File: src/rtl/mem_stage_ctrl.sv
// MEM pipeline stage: handshaked data-RAM access with byte strobes, load extension and timeout.
// Optional macro MEM_ALIGN_CHECK_EN enables misalignment detection and addr_err.
module mem_stage_ctrl #(
    parameter int ADDR_WIDTH     = 32,
    parameter int REG_ADDR_WIDTH = 5,
    parameter int TIMEOUT_CYCLES = 255
) (
    input  logic                      clk,
    input  logic                      rst,
    input  logic                      in_valid,
    output logic                      in_ready,
    input  logic [3:0]                mem_op,
    input  logic [31:0]               result_in,
    input  logic [31:0]               store_data,
    input  logic                      write_reg_en_in,
    input  logic [REG_ADDR_WIDTH-1:0] write_reg_addr_in,
    output logic                      ram_en,
    output logic [3:0]                ram_wen,
    output logic [ADDR_WIDTH-1:0]     ram_addr,
    output logic [31:0]               ram_wdata,
    input  logic [31:0]               ram_rdata,
    input  logic                      ram_ready,
    output logic                      out_valid,
    output logic [31:0]               result_out,
    output logic                      write_reg_en_out,
    output logic [REG_ADDR_WIDTH-1:0] write_reg_addr_out,
    output logic                      addr_err,
    output logic                      bus_err
);

    typedef enum logic [3:0] {
        OP_NONE = 4'd0, OP_LB = 4'd1, OP_LBU = 4'd2, OP_LH = 4'd3, OP_LHU = 4'd4,
        OP_LW = 4'd5, OP_SB = 4'd6, OP_SH = 4'd7, OP_SW = 4'd8
    } mem_op_e;

    typedef enum logic {IDLE, REQ} state_e;

    localparam int CNT_W = (TIMEOUT_CYCLES > 1) ? $clog2(TIMEOUT_CYCLES) : 1;
    localparam logic [CNT_W-1:0] TO_LAST = (TIMEOUT_CYCLES == 0) ? '0 : CNT_W'(TIMEOUT_CYCLES - 1);

    state_e state, state_next;

    logic [3:0]                op_q;
    logic [1:0]                off_q;
    logic [31:0]               res_q;
    logic                      wreg_en_q;
    logic [REG_ADDR_WIDTH-1:0] wreg_addr_q;
    logic [CNT_W-1:0]          count;

    logic        accept, is_load, is_store, is_half, is_word, misaligned, timeout_hit;
    logic [1:0]  eff_off;
    logic [3:0]  store_wen;
    logic [31:0] store_wdata, load_data;

    assign in_ready = (state == IDLE);
    assign ram_en   = (state == REQ);
    assign accept   = in_valid && in_ready;

    always_comb begin
        is_load  = (mem_op >= OP_LB) && (mem_op <= OP_LW);
        is_store = (mem_op >= OP_SB) && (mem_op <= OP_SW);
        is_half  = (mem_op == OP_LH) || (mem_op == OP_LHU) || (mem_op == OP_SH);
        is_word  = (mem_op == OP_LW) || (mem_op == OP_SW);
        // Offset is truncated to the access size, so an unchecked misaligned access still hits a legal lane.
        if (is_word)      eff_off = 2'b00;
        else if (is_half) eff_off = {result_in[1], 1'b0};
        else              eff_off = result_in[1:0];
    end

`ifdef MEM_ALIGN_CHECK_EN
    assign misaligned = (is_half && result_in[0]) || (is_word && (result_in[1:0] != 2'b00));
`else
    assign misaligned = 1'b0;
`endif

    always_comb begin
        store_wen   = 4'b0000;
        store_wdata = store_data;
        case (mem_op)
            OP_SB: begin
                store_wen   = 4'b0001 << eff_off;
                store_wdata = {4{store_data[7:0]}};
            end
            OP_SH: begin
                store_wen   = 4'b0011 << eff_off;
                store_wdata = {2{store_data[15:0]}};
            end
            OP_SW: store_wen = 4'b1111;
            default: ;
        endcase
    end

    always_comb begin
        logic [7:0]  lane_b;
        logic [15:0] lane_h;
        lane_b = 8'h00;
        case (off_q)
            2'd0: lane_b = ram_rdata[7:0];
            2'd1: lane_b = ram_rdata[15:8];
            2'd2: lane_b = ram_rdata[23:16];
            2'd3: lane_b = ram_rdata[31:24];
            default: ;
        endcase
        lane_h = off_q[1] ? ram_rdata[31:16] : ram_rdata[15:0];
        case (op_q)
            OP_LB:   load_data = {{24{lane_b[7]}}, lane_b};
            OP_LBU:  load_data = {24'h000000, lane_b};
            OP_LH:   load_data = {{16{lane_h[15]}}, lane_h};
            OP_LHU:  load_data = {16'h0000, lane_h};
            default: load_data = ram_rdata;
        endcase
    end

    // A ram_ready on the final allowed cycle takes priority over the abort.
    assign timeout_hit = (TIMEOUT_CYCLES != 0) && (count == TO_LAST) && !ram_ready;

    always_ff @(posedge clk or posedge rst) begin
        if (rst) state <= IDLE;
        else     state <= state_next;
    end

    always_comb begin
        state_next = state;
        case (state)
            IDLE: if (accept && (is_load || is_store) && !misaligned) state_next = REQ;
            REQ:  if (ram_ready || timeout_hit) state_next = IDLE;
            default: state_next = IDLE;
        endcase
    end

    always_ff @(posedge clk or posedge rst) begin
        if (rst) begin
            op_q               <= '0;
            off_q              <= '0;
            res_q              <= '0;
            wreg_en_q          <= 1'b0;
            wreg_addr_q        <= '0;
            count              <= '0;
            ram_wen            <= '0;
            ram_addr           <= '0;
            ram_wdata          <= '0;
            out_valid          <= 1'b0;
            result_out         <= '0;
            write_reg_en_out   <= 1'b0;
            write_reg_addr_out <= '0;
            addr_err           <= 1'b0;
            bus_err            <= 1'b0;
        end else begin
            out_valid <= 1'b0;
            addr_err  <= 1'b0;
            bus_err   <= 1'b0;
            if (accept) begin
                if ((is_load || is_store) && !misaligned) begin
                    op_q        <= mem_op;
                    off_q       <= eff_off;
                    res_q       <= result_in;
                    wreg_en_q   <= write_reg_en_in;
                    wreg_addr_q <= write_reg_addr_in;
                    count       <= '0;
                    ram_wen     <= store_wen;
                    ram_addr    <= {result_in[ADDR_WIDTH-1:2], 2'b00};
                    ram_wdata   <= store_wdata;
                end else begin
                    out_valid          <= 1'b1;
                    addr_err           <= misaligned;
                    result_out         <= result_in;
                    write_reg_en_out   <= write_reg_en_in && !misaligned;
                    write_reg_addr_out <= write_reg_addr_in;
                end
            end else if (state == REQ) begin
                if (ram_ready) begin
                    out_valid          <= 1'b1;
                    result_out         <= (op_q <= OP_LW) ? load_data : res_q;
                    write_reg_en_out   <= (op_q <= OP_LW) && wreg_en_q;
                    write_reg_addr_out <= wreg_addr_q;
                end else if (timeout_hit) begin
                    out_valid          <= 1'b1;
                    bus_err            <= 1'b1;
                    result_out         <= res_q;
                    write_reg_en_out   <= 1'b0;
                    write_reg_addr_out <= wreg_addr_q;
                end else begin
                    count <= count + 1'b1;
                end
            end
        end
    end

endmodule
File: config.mk
export PLATFORM = sky130hd
export DESIGN_NAME = mem_stage_ctrl
export DESIGN_NICKNAME = d
export VERILOG_FILES = /design/src/rtl/mem_stage_ctrl.sv
export SDC_FILE = /design/constraint.sdc
export NUM_CORES = 1
export LEC_CHECK = 0
export ABC_CLOCK_PERIOD_IN_PS = 5100
export CAP_MARGIN = 20
export CORE_MARGIN = 1.5
export CORE_UTILIZATION = 32
export CTS_CLUSTER_SIZE = 12
export DETAILED_ROUTE_END_ITERATION = 16
export PLACE_DENSITY_LB_ADDON = 0.15
export SYNTH_ARGS = -nofsm -noshare
export SYNTH_HDL_FRONTEND = slang
export SYNTH_SLANG_ARGS = --single-unit
export TNS_END_PERCENT = 100
File: constraint.sdc
create_clock -name clk -period 5.1 [get_ports clk]
set_input_delay 0.765 -clock clk [delete_from_list [all_inputs] [get_ports clk]]
set_output_delay 0.765 -clock clk [all_outputs]
set_load 0.1 [all_outputs]
==> results_dict.tcl <==
set metrics [dict create \
    core-area_um2 21890 \
    grt_max_degree 105 \
    finalNetCount 1048 \
    finalSetupTns_ns 0 \
    fin_crit_sh_pct 59.40 \
    synth_cells 781 \
    ant_nets 0 \
    clkSlewWorstSetupHoldPaths_ns 0.06 \
    outcome "finished, final reports clean" \
    rows 54 \
    ctsResizeCount 0 \
    drcViolationCount 0 \
    relSlewSlack_pct 31.34 \
    wl_um 24060 \
    reg2reg_slack_ns 2.57 \
    end_kind "primary output" \
    clock_path_buffers 2 \
    arrival_ns 2.26 \
    die_x_um 152.6 \
    overflow 0 \
    synthesis.area_um2 7158 \
    gr-usage-met2_pct 31.00 \
    post_drt_wl_per_cell_um 19.56 \
    ir_drop_mv 0.2623 \
    synthFlopType "dfrtp_1" \
    met1_usage_pct 29.57 \
    antenna_found_initial 1 \
    regArea_um2 3228 \
    yosysSeqAreaShare_pct 45.10 \
    setup_ws_ns 2.070 \
    synth-edff-count 0 \
    maxSlewViolCount 0 \
    multiInputGateArea_um2 3382 \
    final_hold_viol_count 0 \
    p_leak_nw 4.162 \
    ios 221 \
    place_ws_ns 1.703 \
    cts_tree "built" \
    syn_avg_cell_area_um2 9.165 \
    cts.hold.buffers_added 0 \
    final_cell_mix "clkdlybuf4s50_1 (217), nand2_1 (177), dfrtp_1 (129)" \
    top_usage_layer "met2" \
    async_flop_share_pct 100.0 \
    critPathLaunchType "flop" \
    drt_iter0_drc 438 \
    first_pass_iters 5 \
    ys_seq_elements 129 \
    fillers 2160 \
    port_buffers 217 \
    vias 6544 \
    worst_pin_slew_ns 1.027 \
    period_minus_slack_ns 3.030 \
    cts_buffers 17 \
    avgViaCountPerCell 5.320 \
    grt_pass1_wl_um 37600 \
    area_growth_pct 38.23 \
    use_met3_pct 5.233 \
    grt_pass1_vias 6307 \
    hpwlAfterDp_um 16580 \
    min_path_type "flop to flop" \
    cts_root_buffer "clkbuf_16" \
    worst-path-max-fanout 7 \
    cap_violations 0 \
    setup_viol 0 \
    grt_usage_pct 20.62 \
    die-area_um2 23280 \
    postCtsSetupBuffers 0 \
    layout_commonest_cell "clkdlybuf4s50_1" \
    die_y_um 152.6 \
    htree_levels 4 \
    grt_setup_unrepaired "false" \
    synth.distinct_cells 60 \
    globalplace.congestion 0.8042 \
    max_clock_freq_mhz 330.1 \
    final_core_util_pct 45.20 \
    drive_gt1_share_pct 8.219 \
    start_util_pct 32.70 \
    ys_warn_count 0 \
    whs_ns 0.4736 \
    fin_skew_ns 0.009567 \
    worstSetupPathType "flop to primary output" \
    cp_data_required_time_ns 4.34 \
    p_per_area_nw_per_um2 606.6 \
    clock_sinks 129 \
    worst_skew_pair.late_latency_ns 0.42 \
]
cell usage after synthesis, drive strengths merged, types with 2 or more instances:
library cell | count | area (um^2)
inv | 4 | 15.01
clkbuf | 30 | 112.6
a22oi | 17 | 127.6
nand2 | 178 | 670.7
ha | 2 | 25.02
a221oi | 24 | 210.2
o21ai | 81 | 409.1
buf | 67 | 437.9
nor2b | 9 | 56.30
nor3 | 5 | 25.02
dfrtp | 129 | 3228
nor2 | 20 | 77.58
and2 | 2 | 12.51
o221ai | 25 | 237.7
a21oi | 18 | 90.09
and3 | 4 | 25.02
o211a | 2 | 20.02
o22a | 14 | 122.6
and2b | 2 | 15.01
o22ai | 16 | 100.1
o211ai | 4 | 43.79
xor2 | 6 | 52.55
nor3b | 4 | 30.03
o21a | 2 | 15.01
nand3 | 13 | 70.07
mux2 | 15 | 168.9
or3 | 3 | 18.77
o31ai | 20 | 155.1
mux2i | 33 | 330.3
o311ai | 2 | 32.53
nand2b | 12 | 75.07
or4 | 3 | 26.27
worst max-delay path, cell delays in order (launching register included):
cell and delay [ns]:
dfrtp_1 0.44, inv_1 0.22, clkdlybuf4s50_1 1.18
kinds of logic after synthesis:
kind of cell	synth area share (%)
fa+ha+maj	0.3495
flops	45.10
compound gates	22.93
simple gates	15.96
mux	6.974
other cells	0.05239
xor+xnor	0.7341
buf+inv	7.901
registers in the layout, summed over array words and instances, names as in the netlist:
name and flops:
bus_err 1, count 8, off_q 2, op_q 4, out_valid 1, ram_en 1, ram_wdata 32, ram_wen 4
res_q 32, result_out 32, wreg_addr_q 5, wreg_en_q 1, write_reg_addr_out 5, write_reg_en_out 1
per-layer routing:
| metal | wire length (um) | part of all wire [%] |
|---|---|---|
| met3 | 1538 | 6.4 |
| met5 | 0 | 0 |
| met1 | 11380 | 47 |
| met2 | 10810 | 45 |
| met4 | 318 | 1.3 |
power by group:
group / leakage [nW] / switching (mW) / total [mW] / internal (mW)
logic: 2.26 / 2.43 / 3.20 / 0.776
clock network: 0.291 / 0.484 / 1.28 / 0.794
registers: 1.61 / 0.231 / 1.52 / 1.29
stage by stage:
stage | instances | cell area (um^2) | total power [mW]
after global routing | 1229 | 9892 | 6.235
after floorplan | 783 | 7166 | 3.987
final | 1230 | 9894 | 6.002
after detailed placement | 1196 | 9250 | 4.744
after CTS | 1228 | 9864 | 6.036
after global placement | 1196 | 9250 | 4.739
worst paths after layout:
check                      cells past startpoint    startpoint        endpoint
max                                            2        ram_en        in_ready
min                                            2  ram_wdata[3]    ram_wdata[3]
max reg2reg                                    6      count[0]  result_out[18]
min reg2reg                                    2  ram_wdata[3]    ram_wdata[3]
max in group asynchronous                      3           rst  wreg_addr_q[0]
min in group asynchronous                      2           rst        res_q[8]
final cells by class:
cell class / count / area share [%]
tap: 280 / 3.541
clock buffer: 19 / 4.578
antenna: 1 / 0.02529
clock inverter: 13 / 1.631
timing repair buffer: 231 / 23.22
sequential: 129 / 32.63
inverter: 4 / 0.2023
multi-input combinational: 553 / 34.18
Note: power is estimated with default switching activity, not from simulation.
